## src/rtl/cpu_clk_pkg.sv

```systemverilog
// Shared constants and types for the CPU clock-enable controller.
package cpu_clk_pkg;

    localparam int TIMER_W = 32;
    localparam int TICK_W  = 16;

    localparam logic [1:0] ST_HALT = 2'd0;
    localparam logic [1:0] ST_RUN  = 2'd1;
    localparam logic [1:0] ST_STEP = 2'd2;

    // Default periods in board-clock cycles (50 MHz board clock).
    localparam int unsigned DIV0_DEF = 50_000_000;
    localparam int unsigned DIV1_DEF = 5_000_000;
    localparam int unsigned DIV2_DEF = 500_000;
    localparam int unsigned DIV3_DEF = 50;

    typedef enum logic [1:0] {
        S_HALT = ST_HALT,
        S_RUN  = ST_RUN,
        S_STEP = ST_STEP
    } state_t;

endpackage

```

## src/rtl/cpu_clk_ctrl_if.sv

```systemverilog
// Control/status bundle between the button logic, the controller and the CPU.
interface cpu_clk_ctrl_if #(
    parameter int CNT_W = cpu_clk_pkg::TICK_W
);
    logic             run_i;
    logic             step_i;
    logic             halt_i;
    logic [1:0]       speed_i;
    logic             cpu_en;
    logic             running;
    logic [CNT_W-1:0] tick_cnt;

    // Requester side: buttons/debug logic drive the requests and watch status.
    modport master (
        output run_i, step_i, halt_i, speed_i,
        input  cpu_en, running, tick_cnt
    );

    // Controller side.
    modport slave (
        input  run_i, step_i, halt_i, speed_i,
        output cpu_en, running, tick_cnt
    );
endinterface

```

## src/rtl/tick_gen.sv

```systemverilog
// Period timer: counts 0..period-1 while enabled and flags the wrap one cycle later.
module tick_gen
    import cpu_clk_pkg::*;
(
    input  logic               clk,
    input  logic               rst_n,
    input  logic               clr,
    input  logic               en,
    input  logic [TIMER_W-1:0] period,
    output logic               tc,
    output logic               last
);

    logic [TIMER_W-1:0] timer;

    // Terminal count of the current period (combinational, used for rate resampling).
    assign last = (timer == period - TIMER_W'(1));

    // Timer with clear priority over enable; tc registered so the pulse trails TC by one cycle.
    always_ff @(posedge clk or negedge rst_n) begin
        if (!rst_n) begin
            timer <= '0;
            tc    <= 1'b0;
        end else begin
            tc <= en & ~clr & last;
            if (clr) begin
                timer <= '0;
            end else if (en) begin
                timer <= last ? '0 : timer + TIMER_W'(1);
            end
        end
    end

endmodule

```

## src/rtl/cpu_clk_ctrl.sv

```systemverilog
// Run/step/halt controller producing the CPU clock-enable pulse.
module cpu_clk_ctrl
    import cpu_clk_pkg::*;
#(
    parameter int unsigned DIV0  = DIV0_DEF,
    parameter int unsigned DIV1  = DIV1_DEF,
    parameter int unsigned DIV2  = DIV2_DEF,
    parameter int unsigned DIV3  = DIV3_DEF,
    parameter int          CNT_W = TICK_W
)(
    input  logic           clk,
    input  logic           rst_n,
    cpu_clk_ctrl_if.slave  bus
);

    state_t             state;
    state_t             state_next;
    logic               leave_run;
    logic [TIMER_W-1:0] div_sel;
    logic               step_q;
    logic               running_q;
    logic [CNT_W-1:0]   tick_q;
    logic               tc;
    logic               last;
    logic               cpu_en;
    logic               tmr_clr;
    logic               tmr_en;

    function automatic logic [TIMER_W-1:0] period_for(input logic [1:0] sel);
        case (sel)
            2'd0:    return TIMER_W'(DIV0);
            2'd1:    return TIMER_W'(DIV1);
            2'd2:    return TIMER_W'(DIV2);
            default: return TIMER_W'(DIV3);
        endcase
    endfunction

    // Timer only advances in RUN; any other state (or leaving RUN) parks it at zero,
    // which also suppresses a pulse when halt coincides with TC.
    assign tmr_en  = (state == S_RUN);
    assign tmr_clr = (state != S_RUN) | leave_run;

    tick_gen u_tick (
        .clk    (clk),
        .rst_n  (rst_n),
        .clr    (tmr_clr),
        .en     (tmr_en),
        .period (div_sel),
        .tc     (tc),
        .last   (last)
    );

    // Both sources are flops and can never be high together, so the OR is glitch-free.
    assign cpu_en = tc | step_q;

    // Next-state logic; a step request is ignored while a step pulse is on the wire.
    always_comb begin
        state_next = state;
        leave_run  = 1'b0;
        case (state)
            S_HALT: begin
                if (bus.run_i) begin
                    state_next = S_RUN;
                end else if (bus.step_i && !cpu_en) begin
                    state_next = S_STEP;
                end
            end
            S_RUN: begin
                if (bus.halt_i || !bus.run_i) begin
                    state_next = S_HALT;
                    leave_run  = 1'b1;
                end
            end
            S_STEP: begin
                state_next = S_HALT;
            end
            default: begin
                state_next = S_HALT;
            end
        endcase
    end

    // State register with the running flag and the committed step pulse.
    always_ff @(posedge clk or negedge rst_n) begin
        if (!rst_n) begin
            state     <= S_HALT;
            running_q <= 1'b0;
            step_q    <= 1'b0;
        end else begin
            state     <= state_next;
            running_q <= (state_next == S_RUN);
            step_q    <= (state == S_STEP);
        end
    end

    // Rate latch: follows speed_i while halted, otherwise only at a period boundary.
    always_ff @(posedge clk or negedge rst_n) begin
        if (!rst_n) begin
            div_sel <= TIMER_W'(DIV0);
        end else if (state == S_HALT || (state == S_RUN && last)) begin
            div_sel <= period_for(bus.speed_i);
        end
    end

    // Free-running count of issued enable pulses.
    always_ff @(posedge clk or negedge rst_n) begin
        if (!rst_n) begin
            tick_q <= '0;
        end else begin
            tick_q <= tick_q + CNT_W'(cpu_en);
        end
    end

    assign bus.cpu_en   = cpu_en;
    assign bus.running  = running_q;
    assign bus.tick_cnt = tick_q;

endmodule

```

## src/flat_wrapper.sv

```systemverilog
// flat-port wrapper written by rule: the top's interface ports become plain ports
module cpu_clk_ctrl_flat import cpu_clk_pkg::*;
#(
    parameter int unsigned DIV0  = DIV0_DEF,
    parameter int unsigned DIV1  = DIV1_DEF,
    parameter int unsigned DIV2  = DIV2_DEF,
    parameter int unsigned DIV3  = DIV3_DEF,
    parameter int          CNT_W = TICK_W
)
  (clk, rst_n, bus_run_i, bus_step_i, bus_halt_i, bus_speed_i, bus_cpu_en, bus_running, bus_tick_cnt);
  cpu_clk_ctrl_if #(.CNT_W(CNT_W)) bus_i ();
  input  logic clk;
  input  logic rst_n;
  input wire logic [$bits(bus_i.run_i)-1:0] bus_run_i;
  input wire logic [$bits(bus_i.step_i)-1:0] bus_step_i;
  input wire logic [$bits(bus_i.halt_i)-1:0] bus_halt_i;
  input wire logic [$bits(bus_i.speed_i)-1:0] bus_speed_i;
  output wire logic [$bits(bus_i.cpu_en)-1:0] bus_cpu_en;
  output wire logic [$bits(bus_i.running)-1:0] bus_running;
  output wire logic [$bits(bus_i.tick_cnt)-1:0] bus_tick_cnt;
  assign bus_i.run_i = bus_run_i;
  assign bus_i.step_i = bus_step_i;
  assign bus_i.halt_i = bus_halt_i;
  assign bus_i.speed_i = bus_speed_i;
  assign bus_cpu_en = bus_i.cpu_en;
  assign bus_running = bus_i.running;
  assign bus_tick_cnt = bus_i.tick_cnt;
  cpu_clk_ctrl #(.DIV0(DIV0), .DIV1(DIV1), .DIV2(DIV2), .DIV3(DIV3), .CNT_W(CNT_W)) u_core (.clk(clk), .rst_n(rst_n), .bus(bus_i));
endmodule
```

## config.mk

```make
export PLATFORM = sky130hd
export DESIGN_NAME = cpu_clk_ctrl_flat
export DESIGN_NICKNAME = d
export VERILOG_FILES = /design/src/rtl/cpu_clk_pkg.sv /design/src/rtl/cpu_clk_ctrl_if.sv /design/src/rtl/tick_gen.sv /design/src/rtl/cpu_clk_ctrl.sv /design/src/flat_wrapper.sv
export SDC_FILE = /design/constraint.sdc
export NUM_CORES = 1
export LEC_CHECK = 0
export CAP_MARGIN = 20
export CORE_AREA = 5 5 90 92
export CTS_BUF_LIST = sky130_fd_sc_hd__clkbuf_4
export DETAILED_ROUTE_END_ITERATION = 16
export DIE_AREA = 0 0 95 97
export PLACE_DENSITY_LB_ADDON = 0.3
export SKIP_LAST_GASP = 1
export SYNTH_ARGS = -nofsm -noshare
export SYNTH_HDL_FRONTEND = slang
export SYNTH_SLANG_ARGS = --single-unit
export TNS_END_PERCENT = 50
```

## constraint.sdc

```tcl
create_clock -name clk -period 3.1 [get_ports clk]
set_input_delay 0.62 -clock clk [delete_from_list [all_inputs] [get_ports clk]]
set_output_delay 0.62 -clock clk [all_outputs]
set_load 0.05 [all_outputs]
```

# Word level (Yosys, flattened, before mapping)
# Index checks and enable logic that the tools add are counted.
dict set report word_totals {
  ff_bits 85
  in_bits 7
}
dict set report classes {
  n_addsub 3
  eq_ne 7
  mux 10
  bitwise 5
  n_reduce_logical 9
}
# operator count
set ops {}
lappend ops {{two-way mux 32 bit} 3}
lappend ops {{case mux 26 bit (3 select lines)} 1}
lappend ops {{adder 32 x 1 -> 32 bit (second input constant)} 1}
lappend ops {{== test 32 bit} 1}
lappend ops {{subtractor 32 x 1 -> 32 bit (second input constant)} 1}
lappend ops {{adder 16 x 1 -> 16 bit} 1}
lappend ops {{== test 2 x 1 -> 1 bit (second input constant)} 3}
lappend ops {{two-way mux 2 bit} 3}
lappend ops {{== test 2 bit (second input constant)} 2}
lappend ops {{zero test 2 bit} 2}
lappend ops {{case mux 2 bit (2 select lines)} 1}
lappend ops {{bitwise AND 1 bit} 2}
lappend ops {{logical AND 1 bit} 2}
lappend ops {{zero test 1 bit} 2}
lappend ops {{logical OR 1 bit} 2}
lappend ops {{two-way mux 1 bit} 2}
lappend ops {{!= test 2 x 1 -> 1 bit (second input constant)} 1}
lappend ops {{bitwise OR 1 bit} 2}
lappend ops {{nonzero test 2 bit} 1}
lappend ops {{inverter 1 bit} 1}

# Longest topological paths before layout
# Gate-level depths: netlist of run 1.
dict set report logic_depth {
  depth_word 8
  mapped_depth 13
  ltp_nobuf 9
}

# Cells and area by module
# A second synthesis of run 1 with hierarchy kept.
dict set report hier_totals {
  hier_cells 437
  area_unflattened_um2 4071.4
}
# module instances cells_per_inst area_per_inst_um2 seq_area_each_um2
set by_module_without_submodules {}
lappend by_module_without_submodules {tick_gen 1 335 2802.7 825.8}
lappend by_module_without_submodules {cpu_clk_ctrl 1 102 1268.7 704.4}

# Least setup slack after synthesis of run 1
# OpenSTA, ideal clock, no wires.
dict set report synth_timing {
  kind {register -> register}
  startpoint {register u_core.div_sel[4]}
  endpoint {register u_core.div_sel[11]}
  arrival_ns 2.951
  required_ns 2.975
  slack_ns 0.024
  path_stages_with_launch 12
  path_buffers 2
  path_cell_list {dfrtp_1 > buf_2 > inv_1 > ha_1 > buf_2 > or4b_1 > o21ai_0 > a21oi_1 > nand4b_1 > or4_1 > o22ai_4 > mux2_2}
}
dict set report synth_between {
  elab_chain_cells 4
}
# item line_no
set synth_lines {}
lappend synth_lines {{start, declared} cpu_clk_ctrl.sv:19} ;# logic [TIMER_W-1:0] div_sel;
lappend synth_lines {{start signal, assigned} cpu_clk_ctrl.sv:99} ;# div_sel <= TIMER_W'(DIV0);
lappend synth_lines {{start signal, assigned} cpu_clk_ctrl.sv:101} ;# div_sel <= period_for(bus.speed_i);
lappend synth_lines {{subtractor 32 x 1 -> 32 bit} tick_gen.sv:17} ;# assign last = (timer == period - TIMER_W'(1));
lappend synth_lines {{== test 32 bit} tick_gen.sv:17}
lappend synth_lines {{logical AND 1 bit} cpu_clk_ctrl.sv:100} ;# end else if (state == S_HALT || (state == S_RUN && last)) begin
lappend synth_lines {{logical OR 1 bit} cpu_clk_ctrl.sv:100}
# No other way between the ends.
# A chain may end at the register's enable or synchronous reset.

# Worst setup path after layout of run 1
dict set report layout_timing {
  startpoint {register u_core.div_sel[5]}
  endpoint {register u_core.div_sel[11]}
}
# Same word-level chain as after synthesis.

==> flow_summary.json, run 1 <==
{
  "clock_skew_ns": 0.0138,
  "via_count": 2763,
  "post_drt_wl_per_cell_um": 14.6,
  "maxClockFrequency_ghz": 0.324,
  "rsz0062_at_grt": "yes",
  "drc": 0,
  "cellLeakagePower_nw": 1.72,
  "synth.ff_latch_count": 61,
  "total_die_area_sq_mm": 0.00922,
  "fin_total_pwr_mw": 2.07,
  "fraction_of_the_yosys_area_taken_by_sequential_cells_pct": 43.9,
  "synth.avg_cell_area_sq_um": 9.61,
  "layout.cells.most_common_list": "sky130_fd_sc_hd__dfrtp_1 (58), sky130_fd_sc_hd__nor2_1 (57), sky130_fd_sc_hd__xnor2_1 (30), sky130_fd_sc_hd__xor2_1 (25), sky130_fd_sc_hd__clkdlybuf4s50_1 (23)",
  "drt-initial-drc-count": 182,
  "synth_ff_type": "sky130_fd_sc_hd__dfrtp_1",
  "initial_utilization_pct": 48.9,
  "drt_first_pass_iters": 4,
  "drive_gt1_share_pct": 15.6,
  "grt_busiest_layer": "met2",
  "slew_headroom_pct": 50.0,
  "design.final.nets": 421,
  "synthesis.area_sq_mm": 0.00349,
  "first_global_vias": 2659,
  "final_min_period_over_clock_period_pct": 99.7,
  "place_hpwl_um": 5390,
  "wl_um": 7470,
  "slew_violations": 0,
  "number_of_antenna_violations_at_the_first_check_in_global_routing": 0,
  "cts.sink_count": 61,
  "synthDistinctLibCells": 51,
  "die-width_um": 95,
  "gr-total-overflow": 0,
  "fill_cells": 638,
  "crit_path_max_fanout": 7,
  "irDropWorstVdd_mv": 0.227,
  "worst_skew_pair.late_latency_ns": 0.42,
  "postLayoutCoreUtil_pct": 58.3,
  "period_needed_ns": 3.09,
  "clk_transition_reported_paths_ns": 0.11,
  "synth_top_area_cell": "sky130_fd_sc_hd__dfrtp_1",
  "tightest_hold_check_type": "in -> async",
  "cp-end-kind": "register",
  "synth_top_area_share_pct": 41.6,
  "cts-buffers-inserted": 9,
  "mappedNetlistNets": 378,
  "flow.area_growth_from_synthesis_pct": 19.4,
  "layout_commonest_cell": "sky130_fd_sc_hd__dfrtp_1",
  "placement.io_buffers": 24,
  "gpl.final_weighted_congestion": 0.926,
  "crit_path_start_kind": "register",
  "clk_path_buf_depth": 2,
  "timing.critical_path.required_ns": 3.41,
  "antenna_cells_inserted": 0,
  "core_region_area_sq_mm": 0.00714,
  "grt_pass1_wl_um": 12800,
  "grt_use_met3_pct": 4.34,
  "vias_per_cell": 5.42,
  "cts_max_level": 3,
  "yosys-top-cells-area": "sky130_fd_sc_hd__dfrtp_1 (42%), sky130_fd_sc_hd__xnor2_1 (7.5%), sky130_fd_sc_hd__xor2_1 (6.3%)",
  "grt_max_degree": 62,
  "row_count": 31,
  "power_per_cell_area_mw_per_mm2": 497,
  "run_status": "finished, final reports clean",
  "remaining_antenna_violation_count_after_routing": 0,
  "synth-edff-count": 0,
  "criticalPathCategory": "reg -> reg",
  "root_buffer_master": "sky130_fd_sc_hd__clkbuf_4",
  "grt_util_all_layers_pct": 17.5,
  "grtUsageMet1_pct": 24.2,
  "report.final.setup_viol": 0,
  "synthArstFlopShare_pct": 100,
  "final-hold-violation-count": 0,
  "yosys_warnings": 0,
  "tritoncts": "done",
  "global_route.usage.met2_pct": 26.3,
  "die_h_um": 97,
  "floorplan.io_pins": 25,
  "cts_hold_buf": 0,
  "post_synthesis_instance_total": 363,
  "cp.arrival_ns": 3.40,
  "worst_slew_pin_slew_ns": 0.750,
  "max_cap_violations": 0
}
==> sequential cells by signal, indices dropped and copies added (netlist names) <==
register,flops
u_core.bus.running,1
u_core.bus.tick_cnt,16
u_core.div_sel,8
u_core.state,2
u_core.step_q,1
u_core.u_tick.tc,1
u_core.u_tick.timer,32
==> cell usage after synthesis (6+ instances only) <==
master / n
sky130_fd_sc_hd__nand4_1: 15
sky130_fd_sc_hd__clkbuf_1: 7
sky130_fd_sc_hd__a21oi_1: 6
sky130_fd_sc_hd__xnor2_1: 30
sky130_fd_sc_hd__and3_1: 7
sky130_fd_sc_hd__and4_1: 7
sky130_fd_sc_hd__nand2_1: 20
sky130_fd_sc_hd__buf_2: 7
sky130_fd_sc_hd__nor4_1: 7
sky130_fd_sc_hd__nor2_1: 57
sky130_fd_sc_hd__nor3_1: 7
sky130_fd_sc_hd__ha_1: 8
sky130_fd_sc_hd__nand3_1: 14
sky130_fd_sc_hd__xor2_1: 25
sky130_fd_sc_hd__inv_1: 14
sky130_fd_sc_hd__mux2_2: 6
sky130_fd_sc_hd__dfrtp_1: 58
==> where the power goes <==
part,switching [mW],leakage (nW),internal (mW)
combinational,0.301,0.817,0.233
sequential,0.0597,0.824,0.844
clock,0.308,0.0833,0.323
==> metal layers <==
metal / up-vias / wire, um
met5: - / 0
met4: 0 / 185
met3: 19 / 443
met2: 83 / 3310
met1: 1304 / 3540
li1: 1357 / -
==> through the flow <==
| step | cells | TNS [ns] | hold WS [ns] | worst slack [ns] | instance area, sq um |
|---|---|---|---|---|---|
| after global routing | 510 | -3.56 | 0.404 | -0.139 | 4160 |
| final | 510 | 0 | 0.320 | 0.00911 | 4160 |
| after detailed placement | 489 | -1.18 | 0.464 | -0.0713 | 3920 |
| after floorplan | 363 | 0 | 0.324 | 0.0244 | 3490 |
| after CTS | 507 | -0.0230 | 0.351 | -0.0103 | 4110 |
| after global placement | 489 | -0.418 | 0.460 | -0.0822 | 3920 |
==> cell families after synthesis <==
kind of cell,after synthesis,synth area share [%]
muxes,11,3.37
adders and majority gates,8,2.87
and+or+nand+nor,169,26.0
xor gates and xnor gates,55,13.8
DFF,61,43.9
AOI/OAI and AO/OA,29,6.28
buffers and inverters,30,3.80
==> what timing repair did <==
item | in CTS | in global routing
buffers inserted | 2 | 3
pin swaps | 2 | 6
gates resized for setup | 3 | 8
setup endpoints to repair | 38 | 39
==> area by class of cell <==
type,instances,area [sq um],area share (%)
Tap cell,99,124,2.97
Sequential cell,61,1530,36.7
Clock inverter,7,90.1,2.16
Clock buffer,9,67.6,1.62
Timing Repair Buffer,48,423,10.2
Inverter,14,52.6,1.26
Multi-Input combinational cell,272,1880,45.1
==> critical path, cell delays in order, from the launching register on <==
cell	delay, ns
sky130_fd_sc_hd__dfrtp_1	0.39
sky130_fd_sc_hd__buf_4	0.15
sky130_fd_sc_hd__or4_4	0.58
sky130_fd_sc_hd__nor3_4	0.21
sky130_fd_sc_hd__mux2i_1	0.28
sky130_fd_sc_hd__nand4b_1	0.16
sky130_fd_sc_hd__or4_4	0.55
sky130_fd_sc_hd__o22ai_4	0.28
sky130_fd_sc_hd__mux2_2	0.38
==> worst paths after layout <==
kind / slack, ns / end / depth (start not counted) / start
setup / recovery: 0.009 / u_core.div_sel[11]$_DFFE_PN0P_ / 8 / u_core.div_sel[5]$_DFFE_PN0P_
hold / removal: 0.32 / u_core.u_tick.timer[7]$_DFFE_PN0P_ / 2 / rst_n
setup reg to reg: 0.009 / u_core.div_sel[11]$_DFFE_PN0P_ / 8 / u_core.div_sel[5]$_DFFE_PN0P_
hold reg to reg: 0.48 / u_core.bus.tick_cnt[15]$_DFF_PN0_ / 1 / u_core.bus.tick_cnt[15]$_DFF_PN0_
max in group asynchronous: 2.25 / u_core.state[1]$_DFF_PN0_ / 2 / rst_n
min in group clk: 0.48 / u_core.bus.tick_cnt[15]$_DFF_PN0_ / 1 / u_core.bus.tick_cnt[15]$_DFF_PN0_
(Power assumes the default switching activity.)
==> run 2, diff against run 1 <==
--- a/config.mk
+++ b/config.mk
@@ -10,6 +10,7 @@
 export CTS_BUF_LIST = sky130_fd_sc_hd__clkbuf_4
 export DETAILED_ROUTE_END_ITERATION = 16
 export DIE_AREA = 0 0 95 97
+export HOLD_SLACK_MARGIN = 0.1
 export PLACE_DENSITY_LB_ADDON = 0.3
 export SKIP_LAST_GASP = 1
 export SYNTH_ARGS = -nofsm -noshare
==> results of run 2 <==
Same layout as run 1: the final DEF is identical, and so are final timing and power.
